<file path="config.mk">
export PLATFORM = sky130hd
export DESIGN_NAME = writeback_unit
export DESIGN_NICKNAME = d
export VERILOG_FILES = /design/src/rtl/nand_cpu_pkg.sv /design/src/rtl/writeback_unit_wait_counter.sv /design/src/rtl/writeback_unit.sv
export SDC_FILE = /design/constraint.sdc
export NUM_CORES = 1
export LEC_CHECK = 0
export BUFFER_PORTS_ARGS = -buffer_cell sky130_fd_sc_hd__buf_2
export CORE_UTILIZATION = 54
export DETAILED_ROUTE_END_ITERATION = 10
export GPL_ROUTABILITY_DRIVEN = 0
export PLACE_DENSITY = 0.85
export SKIP_LAST_GASP = 1
export SLEW_MARGIN = 20
export SYNTH_ARGS = -nofsm -noshare
export SYNTH_HDL_FRONTEND = slang
export SYNTH_SLANG_ARGS = --single-unit
</file>
<file path="constraint.sdc">
create_clock -name clk -period 5.2 [get_ports clk]
set_clock_uncertainty 0.2 [all_clocks]
set_input_delay 0.52 -clock clk [delete_from_list [all_inputs] [get_ports clk]]
set_output_delay 0.52 -clock clk [all_outputs]
set_load 0.01 [all_outputs]
</file>
<file path="src/rtl/nand_cpu_pkg.sv">
// Shared nand_cpu definitions for the writeback unit.
// Provides the writeback FSM state type, the wait-counter width and the control record.
package nand_cpu_pkg;

    // Writeback FSM states.
    typedef enum logic [1:0] {
        WB_IDLE     = 2'd0,
        WB_WAIT_MEM = 2'd1,
        WB_COMMIT   = 2'd2
    } wb_state_e;

    // Wide enough for any TIMEOUT in 1..255.
    localparam int WB_CNT_W = 8;

    // Control part of a writeback record.
    typedef struct packed {
        logic use_rw;
        logic write_ps;
    } wb_ctrl_t;

    // Counter value at which the last allowed wait cycle is reached.
    function automatic logic [WB_CNT_W-1:0] wb_last_count(input int timeout);
        return WB_CNT_W'(timeout - 1);
    endfunction

endpackage

</file>
<file path="src/rtl/writeback_unit_wait_counter.sv">
// Memory-response wait counter for the writeback unit (module wb_wait_counter).
// Ports: clk, rst (sync, active high), i_clr, i_en, o_tc (terminal count reached).
import nand_cpu_pkg::*;

module wb_wait_counter #(
    parameter int TIMEOUT = 15
) (
    input  logic clk,
    input  logic rst,
    input  logic i_clr,
    input  logic i_en,
    output logic o_tc
);

    localparam logic [WB_CNT_W-1:0] LAST = wb_last_count(TIMEOUT);

    logic [WB_CNT_W-1:0] r_cnt;

    always_ff @(posedge clk) begin
        if (rst || i_clr) begin
            r_cnt <= '0;
        end else if (i_en && !o_tc) begin
            // Saturate at the terminal value; the FSM leaves WAIT_MEM there.
            r_cnt <= r_cnt + 1'b1;
        end
    end

    // High during the final permitted wait cycle.
    assign o_tc = (r_cnt == LAST);

endmodule

</file>
<file path="src/rtl/writeback_unit.sv">
// Writeback stage: commits ALU or memory results to the register file.
// Ports: clk, rst, in_* request handshake, mem_rsp_* read data, wb_* registered
// writeback, wb_timeout pulse; fwd_* bypass outputs when WB_FORWARD_EN is defined.
import nand_cpu_pkg::*;

module writeback_unit #(
    parameter int DATA_W  = 16,
    parameter int ADDR_W  = 3,
    parameter int TIMEOUT = 15
) (
    input  logic              clk,
    input  logic              rst,
    input  logic              in_valid,
    output logic              in_ready,
    input  logic              in_use_rw,
    input  logic [ADDR_W-1:0] in_rw_addr,
    input  logic              in_write_ps,
    input  logic              in_mem_access,
    input  logic [DATA_W-1:0] in_alu_data,
    input  logic              mem_rsp_valid,
    input  logic [DATA_W-1:0] mem_rsp_data,
    output logic              wb_valid,
    output logic              wb_use_rw,
    output logic              wb_write_ps,
    output logic              wb_ps,
    output logic [ADDR_W-1:0] wb_rw_addr,
    output logic [DATA_W-1:0] wb_data,
    output logic              wb_timeout
`ifdef WB_FORWARD_EN
   ,output logic              fwd_valid,
    output logic [ADDR_W-1:0] fwd_rw_addr,
    output logic [DATA_W-1:0] fwd_data
`endif
);

    wb_state_e         r_state;
    wb_ctrl_t          r_pend_ctrl;
    logic [ADDR_W-1:0] r_pend_addr;
    wb_ctrl_t          r_wb_ctrl;
    logic [ADDR_W-1:0] r_wb_addr;
    logic [DATA_W-1:0] r_wb_data;
    logic              r_wb_valid;
    logic              r_wb_timeout;

    logic     w_ready;
    logic     w_accept;
    logic     w_waiting;
    logic     w_tc;
    wb_ctrl_t w_in_ctrl;

    assign w_waiting = (r_state == WB_WAIT_MEM);
    assign w_ready   = !w_waiting;
    assign w_accept  = in_valid && w_ready;

    assign w_in_ctrl.use_rw   = in_use_rw;
    assign w_in_ctrl.write_ps = in_write_ps;

    wb_wait_counter #(
        .TIMEOUT (TIMEOUT)
    ) u_wait_cnt (
        .clk   (clk),
        .rst   (rst),
        .i_clr (w_accept && in_mem_access),
        .i_en  (w_waiting && !mem_rsp_valid),
        .o_tc  (w_tc)
    );

    always_ff @(posedge clk) begin
        if (rst) begin
            r_state      <= WB_IDLE;
            r_pend_ctrl  <= '0;
            r_pend_addr  <= '0;
            r_wb_ctrl    <= '0;
            r_wb_addr    <= '0;
            r_wb_data    <= '0;
            r_wb_valid   <= 1'b0;
            r_wb_timeout <= 1'b0;
        end else begin
            r_wb_valid   <= 1'b0;
            r_wb_timeout <= 1'b0;
            unique case (r_state)
                WB_IDLE, WB_COMMIT: begin
                    // COMMIT accepts a new request in the same cycle.
                    if (w_accept && !in_mem_access) begin
                        r_state    <= WB_COMMIT;
                        r_wb_valid <= 1'b1;
                        r_wb_ctrl  <= w_in_ctrl;
                        r_wb_addr  <= in_rw_addr;
                        r_wb_data  <= in_alu_data;
                    end else if (w_accept) begin
                        // Any response in this cycle belongs to nobody.
                        r_state     <= WB_WAIT_MEM;
                        r_pend_ctrl <= w_in_ctrl;
                        r_pend_addr <= in_rw_addr;
                    end else begin
                        r_state <= WB_IDLE;
                    end
                end
                WB_WAIT_MEM: begin
                    // A response on the last wait cycle still wins.
                    if (mem_rsp_valid) begin
                        r_state    <= WB_COMMIT;
                        r_wb_valid <= 1'b1;
                        r_wb_ctrl  <= r_pend_ctrl;
                        r_wb_addr  <= r_pend_addr;
                        r_wb_data  <= mem_rsp_data;
                    end else if (w_tc) begin
                        r_state      <= WB_IDLE;
                        r_wb_timeout <= 1'b1;
                    end
                end
                default: begin
                    r_state <= WB_IDLE;
                end
            endcase
        end
    end

    assign in_ready    = w_ready;
    assign wb_valid    = r_wb_valid;
    assign wb_use_rw   = r_wb_valid && r_wb_ctrl.use_rw;
    assign wb_write_ps = r_wb_valid && r_wb_ctrl.write_ps;
    assign wb_ps       = r_wb_data[0];
    assign wb_rw_addr  = r_wb_addr;
    assign wb_data     = r_wb_data;
    assign wb_timeout  = r_wb_timeout;

`ifdef WB_FORWARD_EN
    assign fwd_valid   = wb_valid && wb_use_rw;
    assign fwd_rw_addr = wb_rw_addr;
    assign fwd_data    = wb_data;
`endif

endmodule

</file>
==> results.yml, run 1 <==
status:
  outcome: "finished, final reports clean"
pwr:
  seqPwrFrac: 0.497
  p_switching_mw: 0.1700
  pwr-share-comb: 0.185
  switching_share: 0.2646
  peakVddDrop_v: 0.0001568
  p_clk_frac: 0.318
  finalPower_mw: 0.6426
  p_int_mw: 0.4726
  p_leak_nw: 0.9794
  power.density_mw_per_mm2: 275.8
synth:
  ys_ff_latch: 38
  synth_cell_types: 36
  synth_warnings: 0
  yosysSeqAreaShare: 0.3868
  synth_area_per_cell_um2: 9.191
  netlist_instances: 214
  syn_nets: 258
  synth_area_mm2: 0.001967
drt:
  routedWlPerCell_um: 14.15
  num_vias: 1816
  vias_per_cell: 5.802
  routed_wl_um: 4430
  drc_errors: 0
  detail_route.first_pass.iterations: 4
  detail_route.iter0.violations: 157
  ant_nets: 0
finish:
  final_common_cell: "buf_2"
  drive_gt1_frac: 0.3745
  fin_area_mm2: 0.002330
  layout_common_cells: "buf_2, nand2_1, dfxtp_1"
  final_nets: 311
  insertedDiodeCount: 0
  fin_util: 0.6821
  syn_to_final_growth_pct: 18.45
placed_design:
  dp_slack_ns: 2.336
  placed_area_mm2: 0.002248
  hpwl_um: 3035
  numPortBuffers: 66
sta:
  finalSetupTns_ns: 0
  rsz0062_at_grt: "no"
  max_slew.worst_pin.slew_ns: 1.036
  hold_viol_final: 0
  relSlewSlack: 0.3090
  period_share: 0.5901
  finalMaxSlewViolations: 0
  post-route-min-period_ns: 3.069
  finalSetupViolCount: 0
  fmax_mhz: 325.9
  fin_ws_ns: 2.131
die:
  start_util: 0.5758
  placementRows: 21
  design.core.area_mm2: 0.003416
  die_x_um: 62.35
  pin_count: 67
  dieArea_mm2: 0.003888
  die_h_um: 62.35
global_route:
  track_usage: 0.2481
  grt_max_degree: 35
  grt_pass1_wl_um: 7762
  gr-total-overflow: 0
  grt_pass1_vias: 1758
  antenna_found_initial: 0
setup_path:
  arrival_ns: 2.35
  required_ns: 4.48
  endpoint_kind: "output port"
  critPathLaunchType: "flop"
  path_class: "flop to output port"
  crit_fanout: 30
cts:
  h-tree-depth: 2
  ctsHoldBuffers: 0
  clk_pin_slew_worst_paths_ns: 0.11
  post_cts_buffers: 0
  clk_latency_ns: 0.33
  cts_buffers: 5
  cts_tree: "yes"
  cts_buffer_depth: 2
  cts_sinks: 38
  cts_resized: 0
  cts_root_buffer: "clkbuf_4"
hold_path:
  min_path_type: "input pin to flop"
flow_run:
  maxCapViolCount: 0
synth_stat cells:
| cell type | instances | area [um2] |
|---|---|---|
| nor2_1 | 5 | 18.77 |
| a311o_1 | 5 | 50.05 |
| and3b_1 | 1 | 8.760 |
| and2_1 | 4 | 25.02 |
| or2_1 | 1 | 6.260 |
| nand3b_1 | 1 | 7.510 |
| buf_6 | 2 | 22.52 |
| nand2_1 | 46 | 172.7 |
| clkbuf_1 | 3 | 11.26 |
| mux2i_1 | 11 | 110.1 |
| nand4bb_1 | 1 | 11.26 |
| a311oi_1 | 3 | 26.28 |
| or4_1 | 1 | 7.510 |
| o211ai_1 | 7 | 52.55 |
| inv_2 | 1 | 3.750 |
| nand3_1 | 3 | 15.01 |
| buf_4 | 1 | 7.510 |
| buf_2 | 13 | 65.06 |
| inv_1 | 6 | 22.52 |
| a211oi_1 | 1 | 7.510 |
| buf_1 | 2 | 7.510 |
| a21oi_1 | 2 | 10.01 |
| nor3b_2 | 1 | 12.51 |
| o21ai_0 | 1 | 5.000 |
| and4b_1 | 1 | 10.01 |
| a21o_1 | 1 | 7.510 |
| nor3_2 | 1 | 10.01 |
| a311oi_2 | 18 | 270.3 |
| a211oi_2 | 4 | 50.05 |
| nor3_1 | 22 | 110.1 |
| or3b_1 | 1 | 8.760 |
| nor4_1 | 2 | 12.51 |
| dfxtp_1 | 38 | 760.7 |
| and2b_1 | 1 | 7.510 |
| ha_1 | 2 | 25.02 |
| o31ai_1 | 1 | 7.510 |
critical path, stage by stage (launching register included):
cell	delay, ns
dfxtp_1	0.43
and2b_1	0.85
inv_2	0.46
buf_2	0.28
through the flow:
step	instances	hold slack (ns)
2_1_floorplan	214	0.2603
3_3_place_gp	306	0.2747
3_5_place_dp	306	0.2851
4_1_cts	313	0.2263
5_1_grt	313	0.2348
6_report	313	0.2351
layout make-up:
cell class / count / area (um2)
clock buffer: 6 / 51.30
clock inverter: 1 / 30.03
fill: 303 / 1086
inverter: 7 / 26.28
multi-input combinational: 148 / 1066
sequential: 38 / 760.7
tap: 46 / 57.56
timing repair buffer: 67 / 337.8
power by group through the flow:
| stage | Sequential, mW | Clock (mW) | Combinational [mW] |
|---|---|---|---|
| floorplan | 0.331 | 0 | 0.0768 |
| global placement | 0.325 | 0 | 0.116 |
| detailed placement | 0.326 | 0 | 0.118 |
| CTS | 0.319 | 0.206 | 0.119 |
| global route | 0.322 | 0.223 | 0.130 |
| finish | 0.319 | 0.204 | 0.119 |
sequential cells by signal (all words and copies together) (netlist names):
| name | cells |
|---|---|
| r_state | 2 |
| r_wb_ctrl | 2 |
| r_pend_ctrl | 2 |
| wb_data | 16 |
| wb_rw_addr | 3 |
| u_wait_cnt.r_cnt | 8 |
| wb_timeout | 1 |
| wb_valid | 1 |
| r_pend_addr | 3 |
worst paths after layout:
| check | startpoint | to | slack (ns) | cells after the start |
|---|---|---|---|---|
| setup / recovery | r_state[0] | in_ready | 2.13 | 3 |
| hold / removal | in_rw_addr[2] | r_pend_addr[2] | 0.24 | 3 |
| setup reg to reg | r_state[0] | u_wait_cnt.r_cnt[7] | 2.56 | 4 |
| hold reg to reg | r_pend_addr[2] | wb_rw_addr[2] | 0.30 | 2 |
per-layer routing:
layer / vias up / wire length (um) / GRT usage
li1: 888 / - / -
met1: 840 / 1949 / 0.2926
met2: 78 / 2178 / 0.4341
met3: 10 / 226 / 0.06250
met4: 0 / 76 / 0.08721
met5: - / 0 / 0
kinds of logic after synthesis:
kind of cell             count (synthesis)  synth area share
AND/OR/NAND/NOR                         92            0.2258
AO/OA/AOI/OAI                           43            0.2475
flip-flops                              38            0.3868
buffers and inverters                   28           0.07124
multiplexers                            11           0.05598
adder cells (fa/ha/maj)                  2           0.01272
Power figures use the tool's default switching activity.
==> run 2, diff against run 1 <==
--- a/config.mk
+++ b/config.mk
@@ -6,10 +6,10 @@
 export NUM_CORES = 1
 export LEC_CHECK = 0
 export BUFFER_PORTS_ARGS = -buffer_cell sky130_fd_sc_hd__buf_2
-export CORE_UTILIZATION = 54
+export CORE_UTILIZATION = 50
 export DETAILED_ROUTE_END_ITERATION = 10
 export GPL_ROUTABILITY_DRIVEN = 0
-export PLACE_DENSITY = 0.85
+export PLACE_DENSITY = 0.8
 export SKIP_LAST_GASP = 1
 export SLEW_MARGIN = 20
 export SYNTH_ARGS = -nofsm -noshare
==> constraint.sdc (replaced) <==
create_clock -name clk -period 3.16 [get_ports clk]
set_clock_uncertainty 0.2 [all_clocks]
set_input_delay 0.316 -clock clk [delete_from_list [all_inputs] [get_ports clk]]
set_output_delay 0.316 -clock clk [all_outputs]
set_load 0.01 [all_outputs]
==> run 2 against run 1 <==
  * Worst hold slack lost 0.16 ns
  * Sequential share of layout area fell by 0.64 points
  * Global-route usage is 3.3 points lower
  * Non-clock buffer count is 4 higher
  * First-iteration DRC count decreased by 43%
  * Sequential power up 65%
  * Critical path type unchanged
  * Largest power group unchanged
==> results.yml, run 2 (synthesized netlist as in run 1, its figures left out) <==
setup_path:
  path_class: "flop to output port"
  required_ns: 2.64
  arrival_ns: 1.43
  endpoint_kind: "output port"
  critPathLaunchType: "flop"
  crit_fanout: 27
  rr_worst_depth: 5
finish:
  seqCellArea_um2: 760.7
  layout.cells.non_filler: 320
  nFillCells: 337
  layout_common_cells: "buf_2, nand2_1, dfxtp_1"
  largest_reg_flops: 16
  insertedDiodeCount: 0
  fin_area_mm2: 0.002376
  syn_to_final_growth_pct: 20.80
  final_nets: 315
  final_common_cell: "buf_2"
  multiInputGateArea_mm2: 0.001066
  drive_gt1_frac: 0.3824
cts:
  post_cts_buffers: 0
  h-tree-depth: 2
  clk_latency_ns: 0.29
  cts_sinks: 38
  cts_resized: 0
  cts_buffers: 5
  cts_root_buffer: "clkbuf_8"
  cts_buffer_depth: 2
  ctsHoldBuffers: 0
  clk_pin_slew_worst_paths_ns: 0.07
  cts_tree: "yes"
placed_design:
  placed_area_mm2: 0.002281
  hpwl_um: 2818
  placed_cells: 312
  numPortBuffers: 66
pwr:
  power.density_mw_per_mm2: 450.7
  p_leak_nw: 1.002
  peakVddDrop_v: 0.0002548
global_route:
  grt_pass1_vias: 1555
  grt_max_degree: 35
  gr-total-overflow: 0
  grt_pass1_wl_um: 6989
  track_usage: 0.2152
  antenna_found_initial: 0
drt:
  drc_errors: 0
  routedWlPerCell_um: 13.32
  routed_wl_um: 4262
  vias_per_cell: 5.622
  detail_route.iter0.violations: 90
  num_vias: 1799
  ant_nets: 0
  detail_route.first_pass.iterations: 4
sta:
  timing.hold.ws_ns: 0.07153
  max_slew.worst_pin.slew_ns: 0.7937
  finalMaxSlewViolations: 0
  post-route-min-period_ns: 1.941
  hold_viol_final: 0
  fmax_mhz: 515.2
  relSlewSlack: 0.4709
  period_share: 0.6143
  finalSetupTns_ns: 0
  rsz0062_at_grt: "no"
  finalSetupViolCount: 0
hold_path:
  min_path_type: "input pin to flop"
  worstHoldPathCells: 3
die:
  die_h_um: 64.72
  design.core.area_mm2: 0.003716
  pin_count: 67
  start_util: 0.5293
  dieArea_mm2: 0.004189
  placementRows: 22
  die_x_um: 64.72
status:
  outcome: "finished, final reports clean"
flow_run:
  maxCapViolCount: 0
-- run 2: worst paths after layout --
kind | startpoint | to | slack [ns]
setup / recovery | r_state[1] | in_ready | 1.22
hold / removal | in_rw_addr[2] | r_pend_addr[2] | 0.07
setup reg to reg | u_wait_cnt.r_cnt[0] | u_wait_cnt.r_cnt[3] | 1.42
hold reg to reg | r_pend_addr[2] | wb_rw_addr[2] | 0.29
-- run 2: worst max-delay path, cell delays in order, from the launching register on --
cell	delay, ns
dfxtp_1	0.36
and2b_1	0.21
inv_2	0.35
buf_2	0.22
-- run 2: metrics by stage --
| step | setup WS [ns] | util | power (mW) |
|---|---|---|---|
| after global placement | 1.262 | 0.6138 | 0.7302 |
| after global routing | 1.136 | 0.6394 | 1.122 |
| after CTS | 1.204 | 0.6394 | 1.080 |
| after detailed placement | 1.242 | 0.6138 | 0.7336 |
| after floorplan | 1.520 | - | 0.6709 |
| final | 1.219 | 0.6394 | 1.071 |
-- run 2: cell type report --
class                           instances  share of cell area
Multi-Input combinational cell        148              0.4487
Sequential cell                        38              0.3202
Timing Repair Buffer                   71              0.1548
Clock buffer                            6             0.03476
Tap cell                               48             0.02528
Inverter                                7             0.01106
Clock inverter                          2            0.005266
-- run 2: metal layers --
| metal | global-route usage | vias up | part of all wire | wire [um] |
|---|---|---|---|---|
| li1 | - | 899 | - | - |
| met1 | 0.2632 | 836 | 0.47 | 2003 |
| met2 | 0.3555 | 58 | 0.47 | 1983 |
| met3 | 0.06866 | 6 | 0.052 | 220 |
| met4 | 0.06667 | 0 | 0.013 | 55 |
| met5 | 0 | - | 0 | 0 |
-- run 2: power breakdown --
group          switching (mW)  internal [mW]
logic                   0.110         0.0885
clock network           0.173          0.175
registers              0.0161          0.508
total                   0.299          0.772
